## config.mk

```make
export PLATFORM = sky130hd
export DESIGN_NAME = load_store_unit
export DESIGN_NICKNAME = d
export VERILOG_FILES = /design/src/rtl/load_store_unit.sv
export SDC_FILE = /design/constraint.sdc
export NUM_CORES = 1
export LEC_CHECK = 0
export ABC_AREA = 1
export CORE_MARGIN = 10
export CORE_UTILIZATION = 36
export DETAILED_ROUTE_END_ITERATION = 10
export MAX_ROUTING_LAYER = met4
export SLEW_MARGIN = 20
export SYNTH_ARGS = -nofsm -noshare
export SYNTH_HDL_FRONTEND = slang
export SYNTH_SLANG_ARGS = --single-unit
```

## constraint.sdc

```tcl
create_clock -name clk_i -period 3.45 [get_ports clk_i]
set_input_delay 0.69 -clock clk_i [delete_from_list [all_inputs] [get_ports clk_i]]
set_output_delay 0.69 -clock clk_i [all_outputs]
set_load 0.01 [all_outputs]
```

## src/rtl/load_store_unit.sv

```systemverilog
// Load/store unit: drives a single-port word RAM with a registered read, doing lane
// extraction/extension on loads and read-modify-write on SB/SH. Optional range check: LSU_BOUNDS_CHECK_EN.
module load_store_unit #(
  parameter int DEPTH_WORDS = 2048
) (
  input  logic        clk_i,
  input  logic        rst_n_i,
  input  logic        req_i,
  input  logic        we_i,
  input  logic [2:0]  funct3_i,
  input  logic [31:0] addr_i,
  input  logic [31:0] wdata_i,
  output logic [31:0] rdata_o,
  output logic        done_o,
  output logic        err_o,
  output logic        busy_o,
  output logic        mem_write_enable_o,
  output logic [31:0] mem_address_o,
  output logic [31:0] mem_data_o,
  input  logic [31:0] mem_data_i
);

  typedef enum logic [2:0] {IDLE, READ, CAPTURE, WRITE, DONE} state_t;

  state_t      state;
  logic        we_q;
  logic [2:0]  funct3_q;
  logic [1:0]  lane_q;
  logic [15:0] wdata_q;

  logic        misaligned;
  logic        illegal;
  logic        range_err;
  logic        req_err;
  logic [7:0]  sel_byte;
  logic [15:0] sel_half;
  logic [31:0] load_value;
  logic [31:0] merged;

  always_comb begin
    misaligned = 1'b0;
    illegal    = 1'b0;
    if (we_i) begin
      case (funct3_i)
        3'd0:    misaligned = 1'b0;
        3'd1:    misaligned = addr_i[0];
        3'd2:    misaligned = |addr_i[1:0];
        default: illegal = 1'b1;
      endcase
    end else begin
      case (funct3_i)
        3'd0, 3'd4: misaligned = 1'b0;
        3'd1, 3'd5: misaligned = addr_i[0];
        3'd2:       misaligned = |addr_i[1:0];
        default:    illegal = 1'b1;
      endcase
    end
  end

`ifdef LSU_BOUNDS_CHECK_EN
  assign range_err = ({2'b00, addr_i[31:2]} >= 32'(DEPTH_WORDS));
`else
  // Without the check the depth is irrelevant; out-of-range indices go straight to the RAM.
  logic unused_range;
  assign unused_range = ({2'b00, addr_i[31:2]} >= 32'(DEPTH_WORDS));
  assign range_err    = 1'b0;
`endif

  assign req_err = misaligned | illegal | range_err;

  always_comb begin
    sel_byte = mem_data_i[{lane_q, 3'b000} +: 8];
    sel_half = lane_q[1] ? mem_data_i[31:16] : mem_data_i[15:0];
    case (funct3_q)
      3'd0:    load_value = {{24{sel_byte[7]}}, sel_byte};
      3'd1:    load_value = {{16{sel_half[15]}}, sel_half};
      3'd4:    load_value = {24'd0, sel_byte};
      3'd5:    load_value = {16'd0, sel_half};
      default: load_value = mem_data_i;
    endcase
    merged = mem_data_i;
    if (funct3_q[1:0] == 2'd0)
      merged[{lane_q, 3'b000} +: 8] = wdata_q[7:0];
    else
      merged[{lane_q[1], 4'b0000} +: 16] = wdata_q;
  end

  // All outputs are registered so the RAM-side signals only move on clock edges or reset.
  always_ff @(posedge clk_i or negedge rst_n_i) begin
    if (!rst_n_i) begin
      state              <= IDLE;
      we_q               <= 1'b0;
      funct3_q           <= 3'd0;
      lane_q             <= 2'd0;
      wdata_q            <= 16'd0;
      rdata_o            <= 32'd0;
      done_o             <= 1'b0;
      err_o              <= 1'b0;
      busy_o             <= 1'b0;
      mem_write_enable_o <= 1'b0;
      mem_address_o      <= 32'd0;
      mem_data_o         <= 32'd0;
    end else begin
      case (state)
        IDLE: begin
          if (req_i) begin
            we_q     <= we_i;
            funct3_q <= funct3_i;
            lane_q   <= addr_i[1:0];
            wdata_q  <= wdata_i[15:0];
            busy_o   <= 1'b1;
            if (req_err) begin
              done_o <= 1'b1;
              err_o  <= 1'b1;
              state  <= DONE;
            end else if (we_i && funct3_i == 3'd2) begin
              mem_address_o      <= {2'b00, addr_i[31:2]};
              mem_data_o         <= wdata_i;
              mem_write_enable_o <= 1'b1;
              state              <= WRITE;
            end else begin
              mem_address_o <= {2'b00, addr_i[31:2]};
              state         <= READ;
            end
          end
        end
        READ: state <= CAPTURE;
        CAPTURE: begin
          if (we_q) begin
            mem_data_o         <= merged;
            mem_write_enable_o <= 1'b1;
            state              <= WRITE;
          end else begin
            rdata_o <= load_value;
            done_o  <= 1'b1;
            state   <= DONE;
          end
        end
        WRITE: begin
          mem_write_enable_o <= 1'b0;
          done_o             <= 1'b1;
          state              <= DONE;
        end
        DONE: begin
          done_o <= 1'b0;
          err_o  <= 1'b0;
          busy_o <= 1'b0;
          state  <= IDLE;
        end
        default: begin
          busy_o <= 1'b0;
          state  <= IDLE;
        end
      endcase
    end
  end

endmodule

```

Word-level counts from Yosys, hierarchy flattened

Cells that the tools add are included.

Register bits after elaboration: 123
Input port bits: 103
Logic and storage cells: 95
Output and inout port bits: 100

Bitwise operators: 4
$add $sub $neg: 2
Muxes and demuxes: 33
Equality and inequality tests: 17
Shifts and indexed selects: 5
Reductions and logical operators: 22

Operators by type and width:

| kind                      | count |
|---|---|
| $mux W32                  | 5 |
| $pmux W32 S4              | 1 |
| $bwmux W32                | 2 |
| $pmux W32 S2              | 1 |
| $shift A16 B7 Y32 const A | 1 |
| $shift A8 B7 Y32 const A  | 1 |
| $shiftx A16 B7 Y32        | 1 |
| $shiftx A32 B6 Y8         | 1 |
| $shiftx A8 B7 Y32         | 1 |
| $mux W16                  | 1 |
| $eq A3 B3 Y1 const B      | 5 |
| $neg A5 Y7                | 2 |
| $mux W1                   | 12 |
| $ne A2 B2 Y1 const B      | 6 |
| $pmux W3 S4               | 1 |
| $reduce_and A5 Y1         | 2 |
| $eq A3 B1 Y1 const B      | 3 |
| $eq A3 B2 Y1 const B      | 3 |
| $logic_not A3 Y1          | 3 |
| $mux W3                   | 3 |
| $pmux W1 S2               | 4 |
| $reduce_and A2 Y1         | 3 |
| $reduce_and A3 Y1         | 2 |
| $reduce_or A3 Y1          | 2 |
| 13 further kinds          | 17 |

Logic depth before layout (Yosys ltp)

Word-level depth: 8
Depth in mapped cells: 13
Gate-level depth less buffers: 11

Least setup slack after synthesis

OpenSTA, ideal clock, no wires.

Kind: register to register
Start point: register lane_q[1]
End point: register mem_data_o[0]
Clock period less this slack: 1990 ps
Data arrival time: 1925 ps
Data required time: 3385 ps
Library setup time: 65 ps
Path buffers: 2
Cell stages (with the launch flop): 13
Setup slack: 1460 ps
Cells stage by stage: dfrtp_1 -> clkinv_1 -> clkbuf_1 -> ha_1 -> clkbuf_1 -> nand2_1 -> inv_1 -> nand3_1 -> nand2_1 -> nand3_1 -> nand2_1 -> nand3_1 -> nand2_1

Longest elaborated chain between the ends: 6
Elaborated cells between the ends (all ways): 11
Those cells by class: 2 x add/sub; 4 x shift; 5 x mux

RTL lines:

| what                                       | RTL line | source |
|---|---|---|
| start, declared                            | 28       | `logic [1:0] lane_q;` |
| start signal, assigned                     | 109      | `lane_q <= addr_i[1:0];` |
| $neg A5 Y7, on equally long branches       | 85, 83   |  |
| $shiftx A16 B7 Y32 (tied with other cells) | 85       | `merged[{lane_q[1], 4'b0000} +: 16] = wdata_q;` |
| $bwmux W32, on equally long branches       | 85, 83   |  |
| $mux W32 (*)                               | 82       | `if (funct3_q[1:0] == 2'd0)` |
| $mux W32 (*)                               | 129      | `if (we_q) begin` |
| $pmux W32 S2 (*)                           | 104      | `case (state)` |
| end signal, assigned                       | 118      | `mem_data_o <= wdata_i;` |
| end signal, assigned                       | 130      | `mem_data_o <= merged;` |
| end, declared                              | 19       | `output logic [31:0] mem_data_o,` |

Every way passes the cells marked *; elsewhere a longest branch is shown, timed or not. The select of a mux whose other input is x is not followed.
A chain may end at the register's enable or synchronous reset.

Worst setup path after layout

Start point: register lane_q[0]
End point: register mem_data_o[7]

Longest elaborated chain between the ends: 6
Elaborated cells between the ends (all ways): 7
Those cells by class: 1 x add/sub; 2 x shift; 4 x mux

RTL lines:

| what                                                  | RTL line | source |
|---|---|---|
| $neg A5 Y7 (*)                                        | 83       | `merged[{lane_q, 3'b000} +: 8] = wdata_q[7:0];` |
| $shiftx A8 B7 Y32 or $shift A8 B7 Y32 (tied branches) | 83       |  |
| $bwmux W32 (*)                                        | 83       |  |
| $mux W32 (*)                                          | 82       |  |
| $mux W32 (*)                                          | 129      |  |
| $pmux W32 S2 (*)                                      | 104      |  |

Marked as above.

==> results.cfg <==
[synth]
synthArstFlopShare_pct = 100
synth_ff_type = dfrtp_1
netlist_area_um2 = 7430
synth-edff-count = 0
yosysUniqueCellTypes = 37
ys_seq_elements = 123
yosysSeqAreaShare_pct = 41.4
netlist_instances = 1061
syn_avg_cell_area_um2 = 7.00
yosys_warnings = 0

[cells_and_area]
ff_latch_area_um2 = 3080
layout.nets = 1339
multi_input_area_um2 = 3670
drive_above_1_share_pct = 8.28
num-fill-cells = 2017
final_area_um2 = 10100
area_growth_pct = 36.4

[timing]
maxSlewViolCount = 0
finClkSkew_ns = 0.0109
rsz0062_at_grt = false
setup_tns_ns = 0
min_period_over_period_pct = 73.8
tightest_slew_ns = 0.820
hold_viol = 0
fin_ws_ns = 0.903
maxSlewHeadroom_pct = 45.2
fmax_ghz = 0.393
fin_crit_ns = 2.55
setup_viol = 0

[global_route]
antenna_found_initial = 1
grt_max_degree = 61
track_usage_pct = 20.1
grt_pass1_wl_mm = 41.4
gr-total-overflow = 0
grt_pass1_vias = 7586

[clock_network]
path_clk_slew_ns = 0.07
postCtsResizedCells = 0
h-tree-depth = 4
ctsHoldBuffers = 0
clkLatencyLatePin_ns = 0.43
numCtsBuffers = 17
postCtsSetupRepairBufs = 0
cts_tree = done
cts_max_path_buffers = 2
cts_root_buf = clkbuf_16
cts_sinks = 123

[routing]
drt_iter0_drc = 555
drc = 0
first_pass_iters = 5
wl_per_cell_um = 17.3
vias = 7525
final_antenna_net_count = 0
routed_wl_mm = 26.2
vias_per_cell = 4.97

[flow_run]
maxCapViolations = 0

[place]
dp_hpwl_mm = 19.1
numPortBuffers = 200
gp_congestion = 0.929
place_ws_ns = 0.700
dpl_cell_area_um2 = 9530

[run_status]
status = completed

[setup_path]
cp.required_ns = 3.81
endpoint = mem_data_o[7]
r2r_start = lane_q[0]
start_kind = flop
worstReg2RegEnd = mem_data_o[7]
cp.arrival_ns = 2.90
path_class = flop to flop
setup.worst_path.start = lane_q[0]
cp-end-kind = flop
cp_max_fo = 15
r2r_cells = 9
reg2reg_slack_ns = 0.90

[power]
peakVddDrop_uv = 443
p_per_area_nw_per_um2 = 886
leakagePower_uw = 0.00507

[floorplanning]
rows = 52
io_pins = 203
fp.dieArea_um2 = 26800
die_h_um = 164
fp.dieW_um = 164
start_util_pct = 36.7
core_um2 = 20200

[worst_hold_path]
min_path_type = primary input to async pin
## registers in the layout, indices dropped and copies added, names as in the netlist, 2 cells and up
register	cells
mem_data_o	32
wdata_q	16
mem_address_o	30
funct3_q	3
lane_q	2
rdata_o	32
state	3
## metal layers
metal / vias up / global-route usage [%] / routed length (µm)
met1: 3501 / 25.2 / 11500
met2: 272 / 30.4 / 11900
met5: - / - / 0
li1: 3705 / - / -
met4: 0 / 6.34 / 577
met3: 47 / 6.14 / 2150
## stage by stage
stage / instances / hold WS (ns) / utilization (%) / total power (µW)
after floorplan: 1062 / 0.394 / - / 5230
after detailed placement: 1482 / 0.458 / 47.1 / 7140
after global placement: 1482 / 0.452 / 47.1 / 7110
final: 1515 / 0.296 / 50.1 / 8970
after CTS: 1514 / 0.318 / 50.0 / 9040
after global routing: 1515 / 0.331 / 50.1 / 9690
## layout by cell type, fill, tap and decap left out, types with 2 or more instances in the layout
| master | n |
|---|---|
| nand2_1 | 388 |
| clkdlybuf4s50_1 | 199 |
| nand3_1 | 140 |
| dfrtp_1 | 123 |
| inv_1 | 80 |
| nor2_1 | 70 |
| a21oi_1 | 63 |
| o21ai_0 | 46 |
| or2_2 | 22 |
| clkbuf_16 | 17 |
| mux2_2 | 16 |
| buf_4 | 13 |
| a31oi_1 | 7 |
| inv_2 | 5 |
| a21boi_1 | 5 |
| ha_1 | 5 |
| nand2_2 | 4 |
| inv_6 | 4 |
| a21boi_0 | 3 |
| clkinvlp_4 | 3 |
| clkinv_4 | 3 |
| nor2_8 | 2 |
| o211ai_1 | 2 |
| or2_1 | 2 |
| o21ai_1 | 2 |
| conb_1 | 2 |
| bufinv_16 | 2 |
## cells by family (layout without fill, tap and decap cells)
group,after synthesis,count (layout),synth area share (%)
DFF,123,123,41.4
and+or+nand+nor,634,634,36.4
other,1,3,0.0505
AOI/OAI and AO/OA,132,132,9.62
buffers and inverters,150,332,9.20
adders and majority gates,5,5,0.842
muxes,16,16,2.43
## worst max-delay path, stage by stage, from the launching register on
cell     delay [ns]
dfrtp_1        0.68
inv_1          0.28
ha_1           0.42
nor2_1         0.45
nand3_1        0.14
nand2_1        0.08
nand3_1        0.14
nand2_1        0.10
nand3_1        0.07
nand2_1        0.11
## cell usage after synthesis (6+ instances only)
cell type	number	area share, %
nand2_1	389	20
nand3_1	140	9.4
dfrtp_1	123	41
inv_1	80	4.0
nor2_1	70	3.5
a21oi_1	63	4.2
o21ai_0	46	3.1
buf_2	33	2.2
or2_2	22	1.9
mux2_2	16	2.4
clkbuf_1	15	0.76
buf_4	8	0.81
a31oi_1	7	0.59
buf_6	6	0.91
## power by group
part,switching [µW],internal [µW]
Sequential,523,2130
Clock,743,1100
Combinational,2510,1970
## how the worst min path moves through the flow
stage | depth (start not counted) | slack [ns] | end
3_5_place_dp | 2 | 0.46 | mem_address_o[0]
4_1_cts | 1 | 0.32 | mem_data_o[30]
6_report | 1 | 0.30 | mem_data_o[30]
2_1_floorplan | 0 | 0.39 | busy_o
3_3_place_gp | 2 | 0.45 | mem_address_o[15]
5_1_grt | 1 | 0.33 | rdata_o[27]
## final cells by class
type / count / share of cell area [%]
Multi-Input combinational cell: 789 / 36.3
Inverter: 87 / 3.25
Antenna cell: 1 / 0.0247
Clock inverter: 14 / 1.58
Clock buffer: 18 / 4.34
Sequential cell: 123 / 30.4
Tap cell: 270 / 3.34
Timing Repair Buffer: 213 / 20.8
Note: power is estimated with default switching activity, not from simulation.
